`config.mk`:
```
export PLATFORM = sky130hd
export DESIGN_NAME = seg7_scan_driver
export DESIGN_NICKNAME = d
export VERILOG_FILES = /design/src/rtl/seg7_scan_driver.sv
export SDC_FILE = /design/constraint.sdc
export NUM_CORES = 1
export LEC_CHECK = 0
export ABC_AREA = 0
export CAP_MARGIN = 10
export CORE_MARGIN = 1
export CORE_UTILIZATION = 50
export DETAILED_ROUTE_END_ITERATION = 10
export PLACE_DENSITY = 0.81
export SETUP_SLACK_MARGIN = 0.05
export SYNTH_ARGS = -nofsm -noshare
export SYNTH_HDL_FRONTEND = slang
export SYNTH_SLANG_ARGS = --single-unit
export TNS_END_PERCENT = 20
```
`constraint.sdc`:
```
create_clock -name clk -period 2.05 [get_ports clk]
set_clock_uncertainty 0.1 [all_clocks]
set_input_delay 0.205 -clock clk [delete_from_list [all_inputs] [get_ports clk]]
set_output_delay 0.205 -clock clk [all_outputs]
set_load 0.01 [all_outputs]
```
`src/rtl/seg7_scan_driver.sv`:
```
// Multiplexed multi-digit 7-segment scan driver with frame-synchronous value commit.
// Optional macro SEG7_LEADING_ZERO_BLANK_EN blanks leading zero digits (digit 0 never blanked).
module seg7_scan_driver #(
  parameter int DIGITS     = 4,
  parameter int CLK_DIV    = 1000,
  parameter int ACTIVE_LOW = 0
) (
  input  logic                clk,
  input  logic                rst,
  input  logic                load,
  input  logic [5*DIGITS-1:0] value,
  output logic [6:0]          seg,
  output logic [DIGITS-1:0]   an,
  output logic                frame_tick,
  output logic                pending
);

  localparam int DW = $clog2(CLK_DIV);
  localparam int IW = $clog2(DIGITS);
  localparam logic [DW-1:0]     DIV_LAST = DW'(CLK_DIV - 1);
  localparam logic [IW-1:0]     IDX_LAST = IW'(DIGITS - 1);
  localparam logic [6:0]        SEG_INV  = (ACTIVE_LOW != 0) ? 7'h7F : 7'h00;
  localparam logic [DIGITS-1:0] AN_INV   = (ACTIVE_LOW != 0) ? {DIGITS{1'b1}} : {DIGITS{1'b0}};
  localparam logic [DIGITS-1:0] AN_DIG0  = {{(DIGITS-1){1'b0}}, 1'b1};

  logic [DW-1:0]       r_div;
  logic [IW-1:0]       r_idx;
  logic [5*DIGITS-1:0] r_disp;
  logic [5*DIGITS-1:0] r_pend_val;
  logic                r_pending;
  logic                r_frame_tick;
  logic [6:0]          r_seg;
  logic [DIGITS-1:0]   r_an;

  logic                w_div_last;
  logic                w_wrap;
  logic [4:0]          w_code;
  logic                w_lz_blank;
  logic [6:0]          w_seg_next;
  logic [DIGITS-1:0]   w_an_next;
`ifdef SEG7_LEADING_ZERO_BLANK_EN
  logic [DIGITS-1:0]   w_hi_blank;
`endif

  function automatic logic [6:0] f_decode(input logic [4:0] code);
    logic [6:0] s;
    case (code)
      5'd0:    s = 7'h7E;
      5'd1:    s = 7'h30;
      5'd2:    s = 7'h6D;
      5'd3:    s = 7'h79;
      5'd4:    s = 7'h33;
      5'd5:    s = 7'h5B;
      5'd6:    s = 7'h5F;
      5'd7:    s = 7'h70;
      5'd8:    s = 7'h7F;
      5'd9:    s = 7'h7B;
      5'd10:   s = 7'h77;
      5'd11:   s = 7'h1F;
      5'd12:   s = 7'h4E;
      5'd13:   s = 7'h3D;
      5'd14:   s = 7'h4F;
      5'd15:   s = 7'h47;
      5'd16:   s = 7'h01;
      default: s = 7'h00;
    endcase
    return s;
  endfunction

`ifdef SEG7_LEADING_ZERO_BLANK_EN
  function automatic logic f_zero_or_blank(input logic [4:0] code);
    return (code == 5'd0) || (code >= 5'd17);
  endfunction
`endif

  assign w_div_last = (r_div == DIV_LAST);
  assign w_wrap     = w_div_last && (r_idx == IDX_LAST);

  // Select the scanned digit's code and decide whether it is a blanked leading zero
  always_comb begin
    w_code     = 5'd31;
    w_lz_blank = 1'b0;
`ifdef SEG7_LEADING_ZERO_BLANK_EN
    w_hi_blank = {DIGITS{1'b0}};
    w_hi_blank[DIGITS-1] = 1'b1;
    for (int k = DIGITS - 2; k >= 0; k--) begin
      w_hi_blank[k] = w_hi_blank[k+1] & f_zero_or_blank(r_disp[5*(k+1) +: 5]);
    end
`endif
    for (int k = 0; k < DIGITS; k++) begin
      if (r_idx == IW'(k)) begin
        w_code = r_disp[5*k +: 5];
`ifdef SEG7_LEADING_ZERO_BLANK_EN
        w_lz_blank = (k != 0) && (r_disp[5*k +: 5] == 5'd0) && w_hi_blank[k];
`endif
      end else begin
        w_code = w_code;
      end
    end
    w_seg_next = w_lz_blank ? 7'h00 : f_decode(w_code);
    w_an_next  = AN_DIG0 << r_idx;
  end

  // Prescaler and digit index
  always_ff @(posedge clk or posedge rst) begin
    if (rst) begin
      r_div <= {DW{1'b0}};
      r_idx <= {IW{1'b0}};
    end else begin
      if (w_div_last) begin
        r_div <= {DW{1'b0}};
        r_idx <= (r_idx == IDX_LAST) ? {IW{1'b0}} : r_idx + IW'(1);
      end else begin
        r_div <= r_div + DW'(1);
      end
    end
  end

  // Pending capture and commit only at the frame boundary; a load on the wrap commits directly
  always_ff @(posedge clk or posedge rst) begin
    if (rst) begin
      r_disp       <= {DIGITS{5'd31}};
      r_pend_val   <= {(5*DIGITS){1'b0}};
      r_pending    <= 1'b0;
      r_frame_tick <= 1'b0;
    end else begin
      r_frame_tick <= w_wrap;
      if (load && w_wrap) begin
        r_disp    <= value;
        r_pending <= 1'b0;
      end else if (load) begin
        r_pend_val <= value;
        r_pending  <= 1'b1;
      end else if (w_wrap && r_pending) begin
        r_disp    <= r_pend_val;
        r_pending <= 1'b0;
      end
    end
  end

  // Output registers with board polarity applied
  always_ff @(posedge clk or posedge rst) begin
    if (rst) begin
      r_seg <= SEG_INV;
      r_an  <= AN_DIG0 ^ AN_INV;
    end else begin
      r_seg <= w_seg_next ^ SEG_INV;
      r_an  <= w_an_next ^ AN_INV;
    end
  end

  assign seg        = r_seg;
  assign an         = r_an;
  assign frame_tick = r_frame_tick;
  assign pending    = r_pending;

endmodule

```
==> summary.txt, run 1 <==
Routing
  • Met2 wirelength from detailed routing: 3.95 mm
  • Highest metal used: met4
  • DRT iter0 DRCs: 166
  • DR WL met3: 292 um
  • Routed WL: 7.72 mm
  • DRC errors left: 0
  • Final ANT Viol Nets: 0
  • Post-Route M1 WL: 3.30 mm
  • Post-DR vias/cell: 5.85
  • Routed wire length per instance: 17.2 um
  • Drt pass-1 iters: 4
  • Vias: 2625

Die
  • Die Ht: 81.6 um
  • Standard-cell rows: 28
  • Top-Level Pins: 36
  • Total core area: 6030 um^2
  • Die Wd: 81.6 um
  • Die area: 6670 um^2
  • Starting Density: 0.526

CTS
  • Hold-fix buffers, CTS: 0
  • H-tree Lvls: 3
  • Worst-path clk slew: 0.07 ns
  • Clk Latency, worst-skew pair: 0.35 ns
  • CTS tree: done
  • Clock Sinks: 65
  • Num CTS Buffers: 9
  • CTS root buf: clkbuf_8
  • Max Root-Sink Buffers: 2

Setup path
  • Worst EP arrival: 2.42 ns
  • Worst r2r dst: seg[2]$_DFF_PP0_
  • Critical-path top delay cell: dfrtp_2
  • CP most frequent cell: ha_4
  • Critical-path cell list: inv_4 -> ha_4 -> nand2b_4 -> o221ai_2 -> o211ai_1 -> buf_4 -> ha_4 -> buf_6 -> mux2_4 -> a21oi_2
  • Crit Path Category: flop to flop
  • Critical Path Stages: 10
  • Required @ worst endpoint: 2.23 ns
  • Startpoint type of the worst setup path: flop
  • Critical path buffers and inverters: 3
  • Worst reg-to-reg setup slack: -0.19 ns
  • CP peak stage delay: 0.45 ns
  • CP max FO: 4
  • Cell family with most CP delay: compound AO/OA/AOI/OAI gates
  • Worst r2r src: r_idx[1]$_DFFE_PP0N_
  • CP endpoint kind: flop
  • Cells on worst reg2reg path: 10

STA
  • Max-slew headroom: 0.705
  • Worst setup margin: -0.190 ns
  • Period minus WS final: 2.24 ns
  • Worst Tran Pin Value: 0.442 ns
  • Number of setup violations in the final report: 7
  • Hold WS: 0.128 ns
  • Pins Over Slew Limit: 0
  • Final Hold Fails: 0
  • Period utilisation layout: 1.09
  • Setup TNS: -0.859 ns
  • RSZ-0062 raised after global routing: yes
  • Top achievable clock speed: 446 MHz

Pwr
  • Internal power: 2.39 mW
  • Leakage: 1.85 nW
  • Sequential cell fraction of total power: 0.451
  • Power Density: 685 nW/um^2
  • Clock Power Share: 0.484
  • Worst vdd ir: 0.000573 V
  • Comb power frac: 0.065
  • Sw power: 0.641 mW
  • Switching fraction of total power: 0.212

Logic synthesis
  • Post-synthesis mux area share: 0.0943
  • Mapped cell area: 3170 um^2
  • Count of cell types in the netlist: 45
  • Largest family of logic cells by synthesized area: compound AO/OA/AOI/OAI gates
  • Cells after Synth: 293
  • Area share of fa/ha/maj cells after synthesis: 0.0473
  • Seq/Total Area, Yosys: 0.521
  • Synth warn: 0
  • Synth cell count leaders: dfrtp_1 (44), nand2_1 (23), o22ai_1 (23), o21ai_0 (22)
  • Synth Area in XOR/XNOR: 0.0138
  • Syn avg cell area: 10.8 um^2
  • Number of synthesized flops with an enable pin: 0
  • Compound-Gate Fraction of Synth Area: 0.171
  • Synth area leaders: dfrtp_1 (35%), dfstp_2 (17%), mux2_2 (7.5%)
  • Synth Register Bits: 65
  • Synth top area share: 0.347
  • Asr flop ratio synth: 1.00
  • Count leader, synth: dfrtp_1
  • Top FF cell, synth: dfrtp_1
  • Syn Nets: 328
  • Post-Synth Simple-Gate Area: 0.116
  • Post-synth top area cell: dfrtp_1

GRT
  • First-pass GRT wire length: 12.4 mm
  • GR Util All Layers: 0.252
  • Number of global-route vias before repair: 2642
  • Initial antenna violation count: 0
  • Gr ovfl total: 0
  • Pin count of the biggest net entering global routing: 66

Placed design
  • Post-DP HPWL: 4.77 mm
  • Dpl cells: 421
  • Number of buffers added on ports: 35
  • Placer Congestion: 0.815

Finish
  • Final nets: 404
  • Ant diodes: 0
  • Register area: 1660 um^2
  • Post-layout util: 0.733
  • Fin cells: 449
  • Footprint of the multi-input gates: 1650 um^2
  • Filler cells: 407
  • Area grow syn2layout: 39.3%
  • Layout cell share with drive strength beyond 1: 0.382

Run status
  • Failing checks: negative setup slack
  • Status: finished, violations left

Worst hold path
  • Hold crit path type: primary input to asynchronous set/reset pin

Run
  • Number of max-cap violations: 0
## state kept, by name, indices dropped and copies added (netlist names)
register,flops
pending,1
r_idx,2
an,4
r_div,10
seg,7
frame_tick,1
r_pend_val,20
r_disp,20
## worst max path at each step
stage | start | end
2_1_floorplan | r_idx[1]$_DFFE_PP0N_ | seg[6]$_DFF_PP0_
4_1_cts | r_idx[0]$_DFFE_PP0N_ | seg[3]$_DFF_PP0_
3_5_place_dp | r_idx[1]$_DFFE_PP0N_ | seg[3]$_DFF_PP0_
5_1_grt | r_idx[1]$_DFFE_PP0N_ | seg[3]$_DFF_PP0_
6_report | r_idx[1]$_DFFE_PP0N_ | seg[2]$_DFF_PP0_
3_3_place_gp | r_idx[1]$_DFFE_PP0N_ | seg[3]$_DFF_PP0_
## power groups by stage
stage                     Clock, mW  Sequential, mW  Combinational [mW]
final                          1.46            1.37               0.196
after global routing           1.52            1.37               0.214
after CTS                      1.47            1.36               0.175
after detailed placement          0            1.39               0.174
after global placement            0            1.38               0.168
after floorplan                   0            1.38              0.0953
## cells by family after synthesis
family / Yosys count
AO/OA/AOI/OAI: 87
multiplexers: 27
AND/OR/NAND/NOR: 73
adder cells (fa/ha/maj): 12
XOR/XNOR: 5
flip-flops: 65
buffers and inverters: 24
## metrics by stage
stage                     cell area (um^2)  setup slack, ns  power [mW]
after floorplan                       3240          -0.0557        1.47
after global placement                3870          -0.0694        1.55
after detailed placement              3870           -0.167        1.56
after CTS                             4240           -0.115        3.01
after global routing                  4420           -0.296        3.11
final                                 4420           -0.190        3.03
## cell usage in the layout (no fill, tap or decap), types with 14 or more instances in the layout
cell type / instances
dfstp_2: 21
nand2_1: 21
clkdlybuf4s50_1: 35
buf_4: 37
a21oi_1: 15
dfrtp_1: 42
nor2_1: 14
o22ai_1: 23
o21ai_0: 15
mux2_4: 17
## metal layers
metal  track usage  up-vias
li1              -     1221
met1         0.320     1305
met2         0.424       83
met3        0.0333       16
met4         0.125        0
met5             0        -
## repair_timing
action,4_1_cts,5_1_grt
resized for setup,19,37
endpoints found under the setup margin,27,35
buffers inserted,7,6
gates cloned,0,0
pin swaps,15,13
## worst register-to-register path, stage by stage (launching register included)
cell and delay (ns):
dfrtp_2 0.45, inv_4 0.07, ha_4 0.17, nand2b_4 0.16, o221ai_2 0.16, o211ai_1 0.22
buf_4 0.21, ha_4 0.16, buf_6 0.12, mux2_4 0.26, a21oi_2 0.11
## final cells by class
type	count	area share
clock inverters	7	0.0323
multi-input cells	204	0.373
well taps	75	0.0212
flip-flops and latches	65	0.375
clock buffers	9	0.0280
repair buffers	77	0.159
inverters	12	0.0116
No activity file was read; power rests on OpenSTA's default activity.
==> run 2: changes to the inputs <==
- ABC_CLOCK_PERIOD_IN_PS: unset -> 2050
==> results of run 2 <==
Final layout, timing and power as in run 1 (identical DEF).
==> run 3: changes to the inputs <==
- CORE_MARGIN: 1 -> 5
==> run 3 against run 2 <==
  * The flow still finishes with violations (negative setup slack)
  * Wire length down 3.4%
  * Setup slack better by 0.058 ns
  * Die area up 21%
  * Clock power up 8%
  * Critical path type unchanged
  * Largest cell class unchanged
  * Highest routed layer unchanged
==> summary.txt, run 3 (synthesis gave the netlist of run 1 again) <==
STA
  • Final Hold Fails: 0 (unchanged)
  • Setup TNS: -0.522 ns (was -0.859 ns)
  • Number of setup violations in the final report: 6 (was 7)
  • Period minus WS final: 2.18 ns (was 2.24 ns)
  • Top achievable clock speed: 458 MHz (was 446 MHz)
  • Worst setup margin: -0.132 ns (was -0.190 ns)
  • Worst Tran Pin Value: 0.570 ns (was 0.442 ns)
  • Max-slew headroom: 0.617 (was 0.705)
  • Period utilisation layout: 1.06 (was 1.09)
  • RSZ-0062 raised after global routing: yes (unchanged)
  • Pins Over Slew Limit: 0 (unchanged)

Finish
  • Biggest regs: r_disp (20), r_pend_val (20), r_div (10) (unchanged)
  • Layout cell share with drive strength beyond 1: 0.362 (was 0.382)
  • Highest-count cells in the layout ignoring fill and taps: dfrtp_1 (41), clkdlybuf4s50_1 (35), buf_4 (29), o22ai_1 (23), nand2_1 (22) (was dfrtp_1 (42), buf_4 (37), clkdlybuf4s50_1 (35), o22ai_1 (23))
  • Final Cell Area: 4300 um^2 (was 4420 um^2)
  • Most common cell after layout, fill and taps aside: dfrtp_1 (unchanged)
  • Final nets: 395 (was 404)
  • Ant diodes: 0 (unchanged)
  • Area grow syn2layout: 35.7% (was 39.3%)

Routing
  • Final ANT Viol Nets: 0 (unchanged)
  • DRT iter0 DRCs: 85 (was 166)
  • Post-DR vias/cell: 5.73 (was 5.85)
  • Drt pass-1 iters: 6 (was 4)
  • Vias: 2534 (was 2625)
  • Routed WL: 7.46 mm (was 7.72 mm)
  • Routed wire length per instance: 16.9 um (was 17.2 um)
  • DRC errors left: 0 (unchanged)

Pwr
  • Comb power frac: 0.054 (was 0.065)
  • Switching fraction of total power: 0.198 (was 0.212)
  • Worst vdd ir: 0.000461 V (was 0.000573 V)
  • Clock Power Share: 0.506 (was 0.484)
  • Internal power: 2.49 mW (was 2.39 mW)
  • Sequential cell fraction of total power: 0.439 (was 0.451)
  • Power Density: 721 nW/um^2 (was 685 nW/um^2)
  • Sw power: 0.614 mW (was 0.641 mW)
  • Leakage: 1.73 nW (was 1.85 nW)

CTS
  • Worst-path clk slew: 0.07 ns (about the same)
  • H-tree Lvls: 3 (unchanged)
  • CTS root buf: clkbuf_8 (unchanged)
  • Num CTS Buffers: 9 (unchanged)
  • Clk Latency, worst-skew pair: 0.35 ns (about the same)
  • Clock Sinks: 65 (unchanged)
  • Max Root-Sink Buffers: 2 (unchanged)
  • CTS tree: done (unchanged)
  • Hold-fix buffers, CTS: 0 (unchanged)

Setup path
  • Worst reg-to-reg setup slack: -0.13 ns (was -0.19 ns)
  • Startpoint type of the worst setup path: flop (unchanged)
  • Worst r2r dst: seg[6]$_DFF_PP0_ (was seg[2]$_DFF_PP0_)
  • Critical-path top delay cell: dfrtp_2 (unchanged)
  • Crit Path Category: flop to flop (unchanged)
  • Critical-path cell list: ha_4 -> nor2_4 -> buf_6 -> o221ai_2 -> o211ai_1 -> buf_4 -> ha_2 -> nor2_1 -> o31a_1 (was inv_4 -> ha_4 -> nand2b_4 -> o221ai_2 -> o211ai_1 -> buf_4 -> ha_4 -> buf_6 -> mux2_4 -> a21oi_2)
  • CP endpoint kind: flop (unchanged)
  • Cells on worst reg2reg path: 9 (was 10)
  • CP max FO: 8 (was 4)
  • Worst EP arrival: 2.32 ns (was 2.42 ns)
  • Worst r2r src: r_idx[1]$_DFFE_PP0N_ (unchanged)
  • CP peak stage delay: 0.46 ns (was 0.45 ns)
  • Required @ worst endpoint: 2.19 ns (was 2.23 ns)

GRT
  • Number of global-route vias before repair: 2539 (was 2642)
  • Gr ovfl total: 0 (unchanged)
  • Initial antenna violation count: 0 (unchanged)
  • First-pass GRT wire length: 12.1 mm (was 12.4 mm)
  • GR Util All Layers: 0.199 (was 0.252)
  • Pin count of the biggest net entering global routing: 66 (unchanged)

Die
  • Total core area: 6280 um^2 (was 6030 um^2)
  • Die Ht: 89.6 um (was 81.6 um)
  • Top-Level Pins: 36 (unchanged)
  • Die Wd: 89.6 um (was 81.6 um)
  • Standard-cell rows: 29 (was 28)
  • Starting Density: 0.505 (was 0.526)
  • Die area: 8040 um^2 (was 6670 um^2)

Placed design
  • Placer Congestion: 0.900 (was 0.815)
  • Number of buffers added on ports: 35 (unchanged)
  • DP Area: 3870 um^2 (about the same)
  • Post-DP HPWL: 4.99 mm (was 4.77 mm)

Run status
  • Failing checks: negative setup slack (unchanged)
  • Status: finished, violations left (unchanged)

Run
  • Number of max-cap violations: 0 (unchanged)

Worst hold path
  • Hold crit path type: primary input to asynchronous set/reset pin (unchanged)
==> run 3: area by class of cell <==
class	count	area, um^2
Sequential cell	65	1660
Timing Repair Buffer	68	631
Fill cell	466	1970
Inverter	12	51.3
Clock inverter	7	166
Clock buffer	9	124
Tap cell	77	96.3
Multi-Input combinational cell	204	1580
==> run 3: routing by layer <==
layer,up-vias,GRT usage,share of wire
li1,1197,-,-
met1,1252,0.247,0.43
met5,-,0,0
met4,0,0.115,0.029
met2,65,0.326,0.51
met3,20,0.0383,0.035
==> run 3: power groups by stage <==
| stage | Sequential (mW) | Clock (mW) | Combinational (mW) |
|---|---|---|---|
| after CTS | 1.36 | 1.59 | 0.172 |
| after detailed placement | 1.39 | 0 | 0.172 |
| after global placement | 1.38 | 0 | 0.167 |
| after global routing | 1.37 | 1.65 | 0.189 |
| final | 1.36 | 1.57 | 0.169 |
| after floorplan | 1.38 | 0 | 0.0953 |
==> run 3: worst max-delay path by stage <==
stage | start | end | slack [ns] | depth (start not counted)
final | r_idx[1]$_DFFE_PP0N_ | seg[6]$_DFF_PP0_ | -0.13 | 9
after floorplan | r_idx[1]$_DFFE_PP0N_ | seg[6]$_DFF_PP0_ | -0.06 | 9
after detailed placement | r_idx[1]$_DFFE_PP0N_ | seg[3]$_DFF_PP0_ | -0.19 | 10
after global placement | r_idx[1]$_DFFE_PP0N_ | seg[1]$_DFF_PP0_ | -0.05 | 9
after global routing | r_idx[1]$_DFFE_PP0N_ | seg[3]$_DFF_PP0_ | -0.18 | 10
after CTS | r_idx[1]$_DFFE_PP0N_ | seg[1]$_DFF_PP0_ | -0.05 | 9
==> run 3: timing repair <==
action / CTS / global route
gates resized for setup: 19 / 13
pin swaps: 7 / 4
setup buffers: 3 / 0
endpoints found under the setup margin: 7 / 25
endpoints found under the hold margin: 0 / 0
==> run 3: critical path, delay by kind of cell (launching register included) <==
kind            cells  cell delay, ns
compound gates      3            0.53
flops               1            0.46
fa+ha+maj           2            0.41
buf+inv             2            0.34
simple gates        2            0.22
==> run 3: per-stage QoR <==
step	power (mW)	worst slack, ns	util	hold slack [ns]	instances
2_1_floorplan	1.47	-0.0557	-	0.237	293
3_3_place_gp	1.55	-0.0505	0.617	0.343	423
3_5_place_dp	1.56	-0.187	0.617	0.356	423
4_1_cts	3.13	-0.0503	0.679	0.167	442
5_1_grt	3.21	-0.184	0.686	0.177	442
6_report	3.10	-0.132	0.686	0.157	442
